### src/rtl/addsub_accumulator_if.sv
// ---------------------------------------------------------------------------
// addsub_accumulator_if
// Purpose : groups the request/result handshake of the add/subtract
//           accumulator into one bundle.
// Signals : in_valid/in_ready/in_data/in_mode/in_clr  - request channel
//           out_valid/out_ready                       - result channel
//           out_acc/out_carry/out_ovf/out_zero/out_neg - result payload
// Modports: slave  - the accumulator side
//           master - the requester / consumer side
// ---------------------------------------------------------------------------
interface addsub_accumulator_if;
   logic       in_valid;
   logic       in_ready;
   logic [3:0] in_data;
   logic       in_mode;
   logic       in_clr;
   logic       out_valid;
   logic       out_ready;
   logic [3:0] out_acc;
   logic       out_carry;
   logic       out_ovf;
   logic       out_zero;
   logic       out_neg;

   modport slave (
      input  in_valid, in_data, in_mode, in_clr, out_ready,
      output in_ready, out_valid, out_acc, out_carry, out_ovf, out_zero, out_neg
   );

   modport master (
      output in_valid, in_data, in_mode, in_clr, out_ready,
      input  in_ready, out_valid, out_acc, out_carry, out_ovf, out_zero, out_neg
   );
endinterface

### src/rtl/addsub_accumulator.sv
// ---------------------------------------------------------------------------
// addsub_accumulator
// Purpose : 4-bit add/subtract accumulator with a one-deep registered result
//           slot. Each accepted request updates the accumulator and produces
//           one result beat (value plus carry/overflow/zero/negative flags).
// Params  : SAT - 1 = saturate on signed overflow, 0 = wrap
// Ports   : clk   - clock, rising edge
//           rst_n - synchronous active-low reset
//           bus   - request/result handshake bundle (slave side)
// ---------------------------------------------------------------------------
module addsub_accumulator #(
   parameter int SAT = 0
) (
   input  logic                        clk,
   input  logic                        rst_n,
   addsub_accumulator_if.slave         bus
);

   typedef enum logic {EMPTY = 1'b0, FULL = 1'b1} state_t;

   state_t     r_state;
   logic [3:0] r_acc;
   logic       r_carry;
   logic       r_ovf;
   logic       r_zero;
   logic       r_neg;

   logic       w_in_ready;
   logic       w_in_fire;
   logic       w_out_fire;
   logic [3:0] w_b;
   logic [4:0] w_sum;
   logic       w_ovf;
   logic [3:0] w_next;

   // Replace the wrapped sum with the signed extreme in the direction of the
   // overflow; the sign of the old accumulator tells which way it went.
   function automatic logic [3:0] sat_result(input logic [3:0] sum,
                                             input logic       ovf,
                                             input logic       acc_msb);
      logic [3:0] res;
      res = sum;
      if ((SAT != 0) && ovf) begin
         res = acc_msb ? 4'b1000 : 4'b0111;
      end
      return res;
   endfunction

   // The result slot frees up in the same cycle it is drained, so a
   // non-stalling consumer sees one result per cycle.
   assign w_in_ready = (r_state == EMPTY) || bus.out_ready;
   assign w_in_fire  = bus.in_valid && w_in_ready;
   assign w_out_fire = (r_state == FULL) && bus.out_ready;

   // Subtract is acc + ~in_data + 1, so carry=1 means no borrow.
   assign w_b    = bus.in_data ^ {4{bus.in_mode}};
   assign w_sum  = {1'b0, r_acc} + {1'b0, w_b} + {4'b0000, bus.in_mode};
   assign w_ovf  = (r_acc[3] == w_b[3]) && (w_sum[3] != r_acc[3]);
   assign w_next = sat_result(w_sum[3:0], w_ovf, r_acc[3]);

   always_ff @(posedge clk) begin
      if (!rst_n) begin
         r_state <= EMPTY;
         r_acc   <= 4'b0000;
         r_carry <= 1'b0;
         r_ovf   <= 1'b0;
         r_zero  <= 1'b1;
         r_neg   <= 1'b0;
      end else if (w_in_fire) begin
         // A new request always refills the slot, even if the old result
         // drains this same cycle.
         r_state <= FULL;
         if (bus.in_clr) begin
            r_acc   <= 4'b0000;
            r_carry <= 1'b0;
            r_ovf   <= 1'b0;
            r_zero  <= 1'b1;
            r_neg   <= 1'b0;
         end else begin
            r_acc   <= w_next;
            r_carry <= w_sum[4];
            r_ovf   <= w_ovf;
            r_zero  <= (w_next == 4'b0000);
            r_neg   <= w_next[3];
         end
      end else if (w_out_fire) begin
         r_state <= EMPTY;
      end
   end

   assign bus.in_ready  = w_in_ready;
   assign bus.out_valid = (r_state == FULL);
   assign bus.out_acc   = r_acc;
   assign bus.out_carry = r_carry;
   assign bus.out_ovf   = r_ovf;
   assign bus.out_zero  = r_zero;
   assign bus.out_neg   = r_neg;

endmodule

### src/flat_wrapper.sv
// flat-port wrapper written by rule: the top's interface ports become plain ports
module addsub_accumulator_flat 
#(
   parameter int SAT = 0
)
  (clk, rst_n, bus_in_valid, bus_in_data, bus_in_mode, bus_in_clr, bus_out_ready, bus_in_ready, bus_out_valid, bus_out_acc, bus_out_carry, bus_out_ovf, bus_out_zero, bus_out_neg);
  addsub_accumulator_if bus_i ();
  input  logic clk;
  input  logic rst_n;
  input wire logic [$bits(bus_i.in_valid)-1:0] bus_in_valid;
  input wire logic [$bits(bus_i.in_data)-1:0] bus_in_data;
  input wire logic [$bits(bus_i.in_mode)-1:0] bus_in_mode;
  input wire logic [$bits(bus_i.in_clr)-1:0] bus_in_clr;
  input wire logic [$bits(bus_i.out_ready)-1:0] bus_out_ready;
  output wire logic [$bits(bus_i.in_ready)-1:0] bus_in_ready;
  output wire logic [$bits(bus_i.out_valid)-1:0] bus_out_valid;
  output wire logic [$bits(bus_i.out_acc)-1:0] bus_out_acc;
  output wire logic [$bits(bus_i.out_carry)-1:0] bus_out_carry;
  output wire logic [$bits(bus_i.out_ovf)-1:0] bus_out_ovf;
  output wire logic [$bits(bus_i.out_zero)-1:0] bus_out_zero;
  output wire logic [$bits(bus_i.out_neg)-1:0] bus_out_neg;
  assign bus_i.in_valid = bus_in_valid;
  assign bus_i.in_data = bus_in_data;
  assign bus_i.in_mode = bus_in_mode;
  assign bus_i.in_clr = bus_in_clr;
  assign bus_i.out_ready = bus_out_ready;
  assign bus_in_ready = bus_i.in_ready;
  assign bus_out_valid = bus_i.out_valid;
  assign bus_out_acc = bus_i.out_acc;
  assign bus_out_carry = bus_i.out_carry;
  assign bus_out_ovf = bus_i.out_ovf;
  assign bus_out_zero = bus_i.out_zero;
  assign bus_out_neg = bus_i.out_neg;
  addsub_accumulator #(.SAT(SAT)) u_core (.clk(clk), .rst_n(rst_n), .bus(bus_i));
endmodule
### config.mk
export PLATFORM = sky130hd
export DESIGN_NAME = addsub_accumulator_flat
export DESIGN_NICKNAME = d
export VERILOG_FILES = /design/src/rtl/addsub_accumulator_if.sv /design/src/rtl/addsub_accumulator.sv /design/src/flat_wrapper.sv
export SDC_FILE = /design/constraint.sdc
export NUM_CORES = 1
export LEC_CHECK = 0
export ABC_AREA = 1
export CAP_MARGIN = 20
export CORE_AREA = 2 2 49 51
export CTS_CLUSTER_DIAMETER = 200
export DETAILED_ROUTE_END_ITERATION = 8
export DIE_AREA = 0 0 51 53
export PLACE_DENSITY = 0.47
export SYNTH_ARGS = -nofsm -noshare
export SYNTH_HDL_FRONTEND = slang
export SYNTH_SLANG_ARGS = --single-unit
### constraint.sdc
create_clock -name clk -period 2.05 [get_ports clk]
set_clock_uncertainty 0.05 [all_clocks]
set_input_delay 0.3075 -clock clk [delete_from_list [all_inputs] [get_ports clk]]
set_output_delay 0.3075 -clock clk [all_outputs]
set_load 0.03 [all_outputs]
# Word-level counts from Yosys, hierarchy flattened

Cells that the tools add are included.

Flip-flop bits (word level): 9
Bits in latches: 0
RAM bits: 0
Memory bits (read-only): 0
Input port bits: 10
Output and inout bits: 10
Word-level logic and storage cells: 25
Memories: 0

$add $sub $neg: 2
$mul: 0
Divide/modulo/power cells: 0
Order comparisons: 0
Equal/unequal tests: 2
Shift operators: 0
Multiplexer cells: 7
Bitwise operators: 2
Reductions and logical operators: 6

Operators by type and width:

| operator             | number |
|---|---|
| 2-to-1 mux 1 bit     | 6 |
| adder 4 x 4 -> 5 bit | 1 |
| adder 5 x 1 -> 5 bit | 1 |
| zero test 4 bit      | 1 |
| 2-to-1 mux 4 bit     | 1 |
| XOR 4 bit            | 1 |
| logical AND 1 bit    | 3 |
| nonzero test 2 bit   | 1 |
| equality test 1 bit  | 1 |
| logical OR 1 bit     | 1 |
| != test 1 bit        | 1 |
| inverter 1 bit       | 1 |

# Logic depth before layout (Yosys ltp)

Gate-level depths: netlist (run 1).

Word-level depth: 6
Depth in mapped cells: 11
Depth with buffers taken out: 11

# Worst setup path after synthesis (run 1)

OpenSTA, ideal clock, no wires.

Path kind: reg-to-reg
From: reg u_core.r_acc[0] (netlist: u_core.bus.out_acc[0])
To: reg u_core.r_zero (netlist: u_core.bus.out_zero)
Data arrival time: 1.704 ns
Data required time: 1.941 ns
Path slack: 0.237 ns
Cell stages (with the launch flop): 11
Clock period less this slack: 1.813 ns
Cells stage by stage: dfxtp_1 inv_1 nand2_4 and2_2 fa_1 nand3b_1 nor2_1 nand3_1 nand2_1 nand2_1 nand2_1

Longest elaborated chain between the ends: 4

Ends and longest elaborated chain:

| element                | line                     | RTL |
|---|---|---|
| start, declared        | addsub_accumulator.sv:22 | `logic [3:0] r_acc;` |
| start signal, assigned | addsub_accumulator.sv:80 | `r_acc <= w_next;` |
| adder 4 x 4 -> 5 bit   | addsub_accumulator.sv:57 | `assign w_sum = {1'b0, r_acc} + {1'b0, w_b} + {4'b0000, bus.in_mode};` |
| adder 5 x 1 -> 5 bit   | addsub_accumulator.sv:57 |  |
| zero test 4 bit        | addsub_accumulator.sv:83 | `r_zero <= (w_next == 4'b0000);` |
| 2-to-1 mux 1 bit       | addsub_accumulator.sv:73 | `if (bus.in_clr) begin` |
| end signal, assigned   | addsub_accumulator.sv:83 |  |
| end, declared          | addsub_accumulator.sv:25 | `logic r_zero;` |

No other way between the ends.
A chain may end at the register's enable or synchronous reset.

# Worst setup path in the final report (run 1)

From: in bus_in_data[0]
To: reg u_core.r_zero (netlist: u_core.bus.out_zero)

Longest elaborated chain between the ends: 5

Ends and longest elaborated chain:

| element              | line                     | RTL |
|---|---|---|
| start, declared      | flat_wrapper.sv:11       | `input wire logic [$bits(bus_i.in_data)-1:0] bus_in_data;` |
| XOR 4 bit            | addsub_accumulator.sv:56 | `assign w_b = bus.in_data ^ {4{bus.in_mode}};` |
| adder 4 x 4 -> 5 bit | addsub_accumulator.sv:57 |  |
| adder 5 x 1 -> 5 bit | addsub_accumulator.sv:57 |  |
| zero test 4 bit      | addsub_accumulator.sv:83 |  |
| 2-to-1 mux 1 bit     | addsub_accumulator.sv:73 |  |

No other way between the ends.

==> run summary, run 1 <==
outcome: finished, final reports clean
Mapped Nets: 86
routed len/inst: 9.46 um
via count: 513
top cell type's share of synthesized area: 29.7%
Longest Clk Path Bufs: 2
hold depth: 2
critical path's slowest cell: clkdlybuf4s50_1
Synth Warn #: 0
Power per Cell Area: 572 nW/um2
Setup-failing EPs final: 0
hold buffer count at CTS: 0
Yosys reg bits: 8
global-route wire length before repair: 1970 um
Reg clk slew, reported paths: 50 ps
Place WS: -238 ps
Reg-to-Reg End: u_core.bus.out_zero
FF-to-FF path depth: 10
GRT Overall Usage: 9.97%
Ant. Diodes: 0
Top FF cell, synth: dfxtp_1
layout cells sized above 1: 18.9%
Final GP Congestion: 0.654
final worst-path setup slack: 122 ps
relative slew slack: 79.4%
number of nets with antenna violations after routing: 0
most common cell in the netlist: nand2_1
Final period util: 94.0%
Distinct cells, synth: 22
total CTS buffers: 3
root buf cell: clkbuf_4
via density per instance: 4.17
startpoint type of the worst setup path: primary input
HP Class: reg2reg
Post-Syn Area: 539 um2
WP data required: 2200 ps
Worst path max stage delay: 540 ps
Worst Path Max Fanout: 2
Final Max Slew Viols: 0
grt ovf: 0
top cells by count, synth: nand2_1, a21oi_1, dfxtp_1, inv_1, xor2_1
Die Wd: 51 um
crit end category: flip-flop
Port Buffers: 19
Initial DRC Count: 7
core box area: 2150 um2
Peak VDD IR: 0.000210 V
row count: 17
Synth Instances: 72
CP dominant cell by count: nand2_1
asr flop ratio synth: 0%
Fin. Hold Viols: 0
Final nets: 111
FF/Latch Area: 160 um2
setup slack, reg-to-reg: 310 ps
Static Leak: 0.000357 uW
Worst Tran Pin Value: 308 ps
HPWL Detailed: 904 um
Pre-antenna DRT Iters: 4
multi-input logic area: 334 um2
Area growth, synth to finish: 48.5%
crit path cell chain: clkdlybuf4s50_1 -> nand2_4 -> and2_2 -> fa_1 -> nand3b_1 -> nor2_1 -> nand3_1 -> nand2_1 -> nand2_1 -> nand2_1
initial antenna violation count: 0
post-layout util: 37.3%
largest net degree at the start of global routing: 12
CTS Sinks: 8
DP Area: 768 um2
Worst Hold End: u_core.bus.out_ovf
Seq/Total Area, Yosys: 29.7%
syn avg cell area: 7.49 um2
largest cells by area after synthesis: dfxtp_1, nand2_1, a21oi_1, ha_1, xor2_1
Tmin final: 1930 ps
Yosys top cell by area: dfxtp_1
die height: 53 um
DRC Markers: 0
CTS tree: built
Crit path arrival time: 2070 ps
I/O Pins: 20
total die area: 2700 um2
Min Hold Slack: 414 ps
WL final: 1160 um
H-tree Lvls: 1
max_cap viols: 0
Post-synth EDFFs: 0
starting density of the core: 25.1%
max frequency: 0.519 GHz
fillcell total: 234
Setup CP Type: in2reg
fin area: 801 um2
Min-Delay Startpoint: u_core.bus.out_ovf
setup TNS: 0 ps
vias in the first global route: 483
Worst-Skew Late Latency: 250 ps
Worst R2R Start: u_core.bus.out_acc[0]
RSZ-0062 raised after global routing: false
## layer usage
metal  global-route usage (%)  part of all wire [%]  wire (um)
met1                     11.5                    46        539
met2                     16.9                    47        551
met3                     1.69                   5.2         61
met4                     6.76                  0.86         10
met5                        0                     0          0
## logic make-up after synthesis
logic type	after synthesis	synth area share [%]
AOI/OAI and AO/OA	11	11.4
DFF	8	29.7
buffers and inverters	11	9.75
adders and majority gates	4	10.7
and+or+nand+nor	34	32.0
xor gates and xnor gates	4	6.50
## metrics by stage
step | power, uW | cells
6_report | 458 | 123
5_1_grt | 493 | 123
3_5_place_dp | 341 | 120
2_1_floorplan | 284 | 72
4_1_cts | 464 | 123
3_3_place_gp | 341 | 120
## where the power goes
| part | total, uW | internal (uW) | switching (uW) | leakage, uW |
|---|---|---|---|---|
| Combinational | 165 | 75.8 | 88.8 | 0.000278 |
| Sequential | 173 | 165 | 8.29 | 0.0000654 |
| Clock | 121 | 67.0 | 53.8 | 0.0000138 |
## state kept, by name, summed over array words and instances, names as in the netlist
register              flops
u_core.bus.out_acc        4
u_core.bus.out_carry      1
u_core.bus.out_ovf        1
u_core.bus.out_valid      1
u_core.bus.out_zero       1
## worst max-delay path: cells and delay by family
family | cells | cell delay [ps]
buf+inv | 1 | 540
fa+ha+maj | 1 | 440
simple gates | 8 | 780
## cell usage in the layout (no fill, tap or decap)
cell type        instances
nor2_1                   3
xor2_1                   3
fa_1                     1
clkdlybuf4s50_1         18
a21oi_2                  1
inv_2                    2
nand3_1                  3
a21oi_1                  8
ha_1                     3
nand3b_1                 2
inv_1                    7
nor3_2                   1
o21ai_1                  1
a22oi_1                  1
nand2_2                  3
dfxtp_1                  8
nand2_1                 18
clkbuf_4                 3
nand2_4                  1
nor2_2                   1
xor2_2                   1
dlymetal6s2s_1           1
and2_2                   1
nand3_2                  1
buf_4                    3
## cell type report
class | count | area share [%]
repair buffers | 22 | 26.9
inverters | 9 | 4.22
well taps | 28 | 4.38
flip-flops and latches | 8 | 20.0
clock buffers | 3 | 2.81
multi-input cells | 53 | 41.7
## repair_timing
| action | CTS | global route |
|---|---|---|
| endpoints found under the hold margin | 0 | 0 |
| setup buffers | 0 | 0 |
| setup endpoints to repair | 0 | 1 |
| gates resized for setup | 0 | 2 |
## worst max path at each step
stage / start / endpoint / slack, ps / cells after the start
6_report: bus_in_data[0] / u_core.bus.out_zero / 120 / 10
5_1_grt: bus_in_data[0] / u_core.bus.out_zero / 4 / 11
4_1_cts: bus_in_mode / u_core.bus.out_zero / 10 / 9
3_5_place_dp: bus_in_mode / u_core.bus.out_zero / -240 / 9
3_3_place_gp: bus_in_mode / u_core.bus.out_zero / -240 / 9
2_1_floorplan: u_core.bus.out_acc[0] / u_core.bus.out_zero / 240 / 10
Power figures use the tool's default switching activity.
==> run 2, diff against run 1 <==
--- a/config.mk
+++ b/config.mk
@@ -8,10 +8,11 @@
 export ABC_AREA = 1
 export CAP_MARGIN = 20
 export CORE_AREA = 2 2 49 51
-export CTS_CLUSTER_DIAMETER = 200
+export CTS_CLUSTER_DIAMETER = 120
 export DETAILED_ROUTE_END_ITERATION = 8
 export DIE_AREA = 0 0 51 53
 export PLACE_DENSITY = 0.47
+export SKIP_LAST_GASP = 1
 export SYNTH_ARGS = -nofsm -noshare
 export SYNTH_HDL_FRONTEND = slang
 export SYNTH_SLANG_ARGS = --single-unit
==> results of run 2 <==
The final DEF is identical to that of run 1; final timing and power are the same.
